$ cat config.mk
export PLATFORM = sky130hd
export DESIGN_NAME = div_clk_tick_monitor
export DESIGN_NICKNAME = d
export VERILOG_FILES = /design/src/rtl/div_clk_tick_monitor.sv
export SDC_FILE = /design/constraint.sdc
export NUM_CORES = 1
export LEC_CHECK = 0
export BUFFER_PORTS_ARGS = -buffer_cell sky130_fd_sc_hd__buf_2
export CAP_MARGIN = 20
export CORE_UTILIZATION = 26
export DETAILED_ROUTE_END_ITERATION = 16
export GPL_TIMING_DRIVEN = 0
export HOLD_SLACK_MARGIN = 0.15
export PLACE_DENSITY_LB_ADDON = 0.1
export REMOVE_ABC_BUFFERS = 1
export SYNTH_ARGS = -nofsm -noshare
export SYNTH_HDL_FRONTEND = slang
export SYNTH_SLANG_ARGS = --single-unit
$ cat constraint.sdc
create_clock -name clk -period 2.45 [get_ports clk]
set_input_delay 0 -clock clk [delete_from_list [all_inputs] [get_ports clk]]
set_output_delay 0 -clock clk [all_outputs]
set_load 0.005 [all_outputs]
$ cat src/rtl/div_clk_tick_monitor.sv
// div_clk_tick_monitor: turns a divided clock into clk-domain rising-edge ticks,
// measures its period/high time in clk cycles and flags a stall when edges stop.
module div_clk_tick_monitor #(
  parameter int CNT_W   = 16,
  parameter int TIMEOUT = 1024
) (
  input  logic             clk,
  input  logic             arst_n,
  input  logic             enable,
  input  logic             clk_div,
  output logic             tick,
  output logic             meas_valid,
  output logic [CNT_W-1:0] period_cyc,
  output logic [CNT_W-1:0] high_cyc,
  output logic             stalled
);
  typedef enum logic [1:0] {IDLE, MEASURE, STALLED} state_t;
  localparam logic [CNT_W-1:0] ONE = CNT_W'(1);
  localparam logic [CNT_W-1:0] MAX = '1;
  localparam logic [CNT_W-1:0] TO  = CNT_W'(TIMEOUT);
  state_t           state_q;
  logic             s1_q, s2_q, s3_q;
  logic             tick_q, valid_q, stalled_q;
  logic [CNT_W-1:0] cyc_q, hi_q, period_q, high_q;
  logic             rise;
  logic [CNT_W-1:0] cyc_d, hi_d;
  assign rise  = s2_q & ~s3_q;
  assign cyc_d = (cyc_q == MAX) ? cyc_q : cyc_q + ONE;
  assign hi_d  = (s2_q && hi_q != MAX) ? hi_q + ONE : hi_q;
  assign tick       = tick_q;
  assign meas_valid = valid_q;
  assign period_cyc = period_q;
  assign high_cyc   = high_q;
  assign stalled    = stalled_q;
  always_ff @(posedge clk or negedge arst_n) begin
    if (!arst_n) begin
      state_q   <= IDLE;
      s1_q      <= 1'b0;
      s2_q      <= 1'b0;
      s3_q      <= 1'b0;
      tick_q    <= 1'b0;
      valid_q   <= 1'b0;
      stalled_q <= 1'b0;
      cyc_q     <= '0;
      hi_q      <= '0;
      period_q  <= '0;
      high_q    <= '0;
    end else begin
      s1_q    <= clk_div;
      s2_q    <= s1_q;
      s3_q    <= s2_q;
      tick_q  <= rise & enable;
      valid_q <= 1'b0;
      if (!enable) begin
        state_q   <= IDLE;
        cyc_q     <= '0;
        hi_q      <= '0;
        stalled_q <= 1'b0;
      end else begin
        case (state_q)
          IDLE: if (rise) begin
            state_q <= MEASURE;
            cyc_q   <= ONE;
            hi_q    <= ONE;
          end
          MEASURE: if (rise) begin
            period_q <= cyc_q;
            high_q   <= hi_q;
            valid_q  <= 1'b1;
            cyc_q    <= ONE;
            hi_q     <= ONE;
          end else begin
            cyc_q <= cyc_d;
            hi_q  <= hi_d;
            if (cyc_q == TO) begin
              state_q   <= STALLED;
              stalled_q <= 1'b1;
            end
          end
          // the interval spanning a stall is meaningless, so restart without a measurement
          STALLED: if (rise) begin
            state_q   <= MEASURE;
            stalled_q <= 1'b0;
            cyc_q     <= ONE;
            hi_q      <= ONE;
          end
          default: state_q <= IDLE;
        endcase
      end
    end
  end
endmodule

# Word-level counts from Yosys, hierarchy flattened

Index checks and enable logic that the tools add are counted.

Word-level logic and storage cells: 59
Bits in registers: 72

Bitwise logic cells: 3
Equal/unequal tests: 13
$add $sub $neg: 2
Mux-type cells: 22
Reduce and logical (&&, ||, !) cells: 8

Operator list:

| operator                                                                | count |
|---|---|
| 16-bit 2-to-1 mux                                                       | 7 |
| 16-bit case mux with 2 select lines                                     | 2 |
| 16-bit by 1-bit adder with 16-bit output, second input constant         | 2 |
| 16-bit by 11-bit equality test with 1-bit output, second input constant | 1 |
| 16-bit equality test, second input constant                             | 1 |
| 16-bit inequality test, second input constant                           | 1 |
| 3-bit AND reduction                                                     | 4 |
| 3-bit inequality test, second input constant                            | 3 |
| 2-bit 2-to-1 mux                                                        | 4 |
| 4-bit inequality test, second input constant                            | 2 |
| 1-bit 2-to-1 mux                                                        | 7 |
| 3-bit by 2-bit inequality test with 1-bit output, second input constant | 2 |
| 2-bit case mux with 2 select lines                                      | 1 |
| 4-bit AND reduction                                                     | 1 |
| 3-bit by 1-bit inequality test with 1-bit output, second input constant | 1 |
| 1-bit bitwise AND                                                       | 2 |
| 2-bit by 1-bit equality test with 1-bit output, second input constant   | 1 |
| 2-bit equality test, second input constant                              | 1 |
| 2-bit zero test                                                         | 1 |
| 1-bit case mux with 2 select lines                                      | 1 |
| 2-bit OR reduction                                                      | 1 |
| 1-bit logical AND                                                       | 1 |
| 1-bit inverter                                                          | 1 |

# Depth between registers and ports, before layout

Depth in word-level cells: 6
Mapped depth: 8

# Worst setup path before layout

Ideal clock, no wire load.

Kind: register -> register
Start point: register cyc_q[0]
End point: register cyc_q[7]
Required time: 2319 ps
Arrival time: 1637 ps
Buffers on the path: 1
Cell stages (with the launch flop): 8
Setup time: 131 ps
Path slack: 682 ps
Path through: dfrtp_1 -> ha_1 -> nand4_2 -> nor4_4 -> a21o_1 -> buf_4 -> nand2b_1 -> o21ai_1

Word-level cells in the longest chain between the ends: 5
Elaborated cells on any way between the ends: 8
Those cells by class: add/sub: 1; eq/ne: 2; mux: 4; reduce/logical: 1

RTL lines:

| item                                     | RTL line | text |
|---|---|---|
| from (decl)                              | 24       | `logic [CNT_W-1:0] cyc_q, hi_q, period_q, high_q;` |
| from (signal assigned)                   | 73       | `cyc_q <= cyc_d;` |
| 16-bit by 1-bit adder with 16-bit output | 28       | `assign cyc_d = (cyc_q == MAX) ? cyc_q : cyc_q + ONE;` |
| 16-bit 2-to-1 mux                        | 28       |  |
| 16-bit 2-to-1 mux                        | 66       | `MEASURE: if (rise) begin` |
| 16-bit case mux with 2 select lines      | 60       | `case (state_q)` |
| 16-bit 2-to-1 mux                        | 54       | `if (!enable) begin` |

Several ways; a longest one is shown, not always the timed one. The select of a mux whose other input is x is not followed.
A chain may end at the register's enable or synchronous reset.

# Worst setup path after layout

Start point: register hi_q[0]
End point: register hi_q[3]

Word-level cells in the longest chain between the ends: 5
Elaborated cells on any way between the ends: 9
Those cells by class: add/sub: 1; eq/ne: 2; mux: 4; reduce/logical: 2

RTL lines:

| item                                     | RTL line | text |
|---|---|---|
| from (decl)                              | 24       |  |
| from (signal assigned)                   | 74       | `hi_q <= hi_d;` |
| 16-bit by 1-bit adder with 16-bit output | 29       | `assign hi_d = (s2_q && hi_q != MAX) ? hi_q + ONE : hi_q;` |
| 16-bit 2-to-1 mux                        | 29       |  |
| 16-bit 2-to-1 mux                        | 66       |  |
| 16-bit case mux with 2 select lines      | 60       |  |
| 16-bit 2-to-1 mux                        | 54       |  |

Several ways; a longest one is shown, not always the timed one. The select of a mux whose other input is x is not followed.

==> results.md <==
* Worst-path clk slew at 0.05 ns
* Number of flops mapped to enable cells by yosys at 0
* GRT met2 Usage at 17.6%
* Ys flop type: dfrtp_1
* RSZ-0062 raised after global routing: true
* Yosys warns at 0
* Number of global-route vias before repair at 2559
* Met1 track demand over resource at 18.5%
* WL/cell at 14.9 um
* Critical path launch point type: flop
* CP Max Fanout at 13
* Final hold slack at 0.188 ns
* Synthesized instance count at 325
* Routing usage on met3 at 2.68%
* FF-to-FF Start: hi_q[0]
* Fraction of the yosys area taken by sequential cells at 52.1%
* Gp weighted congestion at 0.731
* Post-Route Utilization at 32.4%
* CP endpoint kind: flop
* Fin worst setup slack at 0.180 ns
* Clock share of power at 45.9%
* Worst reg2reg path depth at 6
* Post-Place Worst Slack at 0.0228 ns
* Outcome: finished, final reports clean
* Worst-Skew Late Latency at 0.33 ns
* DIE AREA at 13800 um^2
* Clk sinks at 72
* IO Count at 39
* Max-slew violation count at 0
* Via count at 2607
* Int Pwr at 1.96 mW
* Clock tree buffer depth at 2
* Cell variety after synth at 48
* Cts bufs inserted at 9
* Max-slew headroom at 46.1%
* Final Cell Area at 4130 um^2
* Setup_tns at 0 ns
* Synth area leaders: dfrtp_1 (52%), mux2_2 (9.8%), o21ai_0 (3.2%)
* H-tree depth at 3
* Async S/R FF share, synth at 100%
* Chip width at 117 um
* Initial Utilization at 27.1%
* Share of layout cells above drive strength 1 at 26.3%
* Top post-synthesis cells by count: dfrtp_1 (72), mux2_2 (30), nand2_1 (24), nor2_1 (23), o21ai_0 (22)
* Drt total wl at 8.03 mm
* Placed instance area at 3820 um^2
* Gr busiest metal: met1
* GRT overflow at 0
* Mapped cell area at 3460 um^2
* Fmax at 0.440 GHz
* Leak at 1.90 nW
* Reported net switching power at 561 uW
* Logic pwr share at 5.4%
* Detail-routed via count per cell at 4.85
* DRC at 0
* Cell Rows at 41
* Worst-margin pin slew at 0.806 ns
* Synth-to-Final Area Change at 19.6%
* Tcrit/Tclk final at 92.7%
* CTS tree: yes
* Top-count cell post-synth: dfrtp_1
* Reg2reg end: hi_q[3]
* Worst path arrival time at 2.50 ns
* Post-DRT Antenna Nets at 0
* Nets at 369
* Core Footprint at 12800 um^2
* Largest net degree at the start of global routing at 55
* Tot GR Track Use at 12.7%
* Die height at 117 um
* Antenna diode instance count at 0
* Final min period at 2.27 ns
* Top cell type by total area after synthesis: dfrtp_1
* DR iter-0 viols at 197
* Global-route wire length before repair at 13.9 mm
* Max Cap Violations at 0
* Flop pwr share at 48.7%
* Syn avg cell area at 10.6 um^2
* VDD IR max at 0.000247 V
* Power Density at 610 nW/um^2
* Initial antenna violation count at 0
* Synth top area share at 52.1%
* Worst R2R Setup Slack at 0.18 ns
* CP required at 2.68 ns
* Port-buffer cells at 38
* Clk_skew at 0.00381 ns
* Final setup viols at 0
* Post-synthesis register bit count at 72
* Drt pass-1 iters at 7
* Sw Share at 22.2%
* Class of the worst hold path: input port to asynchronous set/reset pin
* Final hold vios at 0
* Post-DP HPWL at 5.40 mm
* Root buf cell: clkbuf_16
* Critical path type: flop to flop
==> logic make-up after synthesis <==
logic type | share of synthesized area [%]
adders and majority gates | 1.09
DFF | 52.1
AOI/OAI and AO/OA | 14.4
and+or+nand+nor | 17.8
buffers and inverters | 3.84
muxes | 10.7
==> worst max-delay path by stage <==
stage / start / slack, ns / endpoint / depth (start not counted)
after global placement: s3_q / -1.18 / high_cyc[3] / 3
final: hi_q[0] / 0.18 / hi_q[3] / 6
after CTS: s3_q / 0.02 / high_cyc[5] / 5
after detailed placement: s3_q / 0.02 / high_cyc[5] / 5
after floorplan: s3_q / -0.17 / high_cyc[0] / 3
after global routing: hi_q[0] / -0.02 / hi_q[4] / 6
==> cells in the final DEF (no fill, tap or decap), drive strengths merged, types with 2 or more instances in the layout <==
cell,n
dfrtp,72
buf,42
o21ai,33
mux2,32
nand2,24
nor2,23
nand3,22
clkbuf,13
o31ai,12
nand4,12
a31oi,11
inv,7
a21oi,7
and3,6
nand2b,5
o41ai,5
nor4,5
dlygate4sd3,4
nor3,4
and2,3
ha,3
or3,2
a41oi,2
a21o,2
==> metal layers <==
metal  vias to the layer above  wire, um
li1                       1279         -
met1                      1263      4150
met2                        56      3430
met3                         9       305
met4                         0       134
met5                         -         0
==> power groups by stage <==
stage / Sequential [mW] / Clock, mW / Combinational [mW]
floorplan: 1.25 / 0 / 0.0631
global placement: 1.25 / 0 / 0.126
detailed placement: 1.25 / 0 / 0.134
CTS: 1.23 / 1.20 / 0.140
global route: 1.23 / 1.25 / 0.157
finish: 1.23 / 1.16 / 0.136
==> through the flow <==
step	power, mW	std cells
4_1_cts	2.57	536
5_1_grt	2.64	537
3_3_place_gp	1.38	515
6_report	2.52	537
2_1_floorplan	1.31	305
3_5_place_dp	1.38	518
==> sequential cells by signal, indices dropped and copies added (netlist names), 2 cells and up <==
name        count
cyc_q          16
hi_q           16
high_cyc       16
period_cyc     16
state_q         2
==> critical path, cell delays in order (launching register included) <==
cell and delay (ns):
dfrtp_1 0.48, ha_1 0.33, nand4_1 0.18, nor4_2 0.48, o221a_2 0.47, o21ai_0 0.14, o31ai_1 0.08
==> area by class of cell <==
type,instances,area (um^2)
timing repair buffer,46,298
tap,172,215
sequential,72,1800
multi-input combinational,226,1540
fill,1320,8640
inverter,7,26.3
clock inverter,1,5.00
clock buffer,13,250
==> what timing repair did <==
| action | CTS | global route |
|---|---|---|
| buffers inserted | 0 | 1 |
| resized for setup | 0 | 3 |
| hold buffers | 4 | 0 |
| hold endpoints to repair | 80 | 0 |
| endpoints found under the setup margin | 0 | 32 |
(Power assumes the default switching activity.)
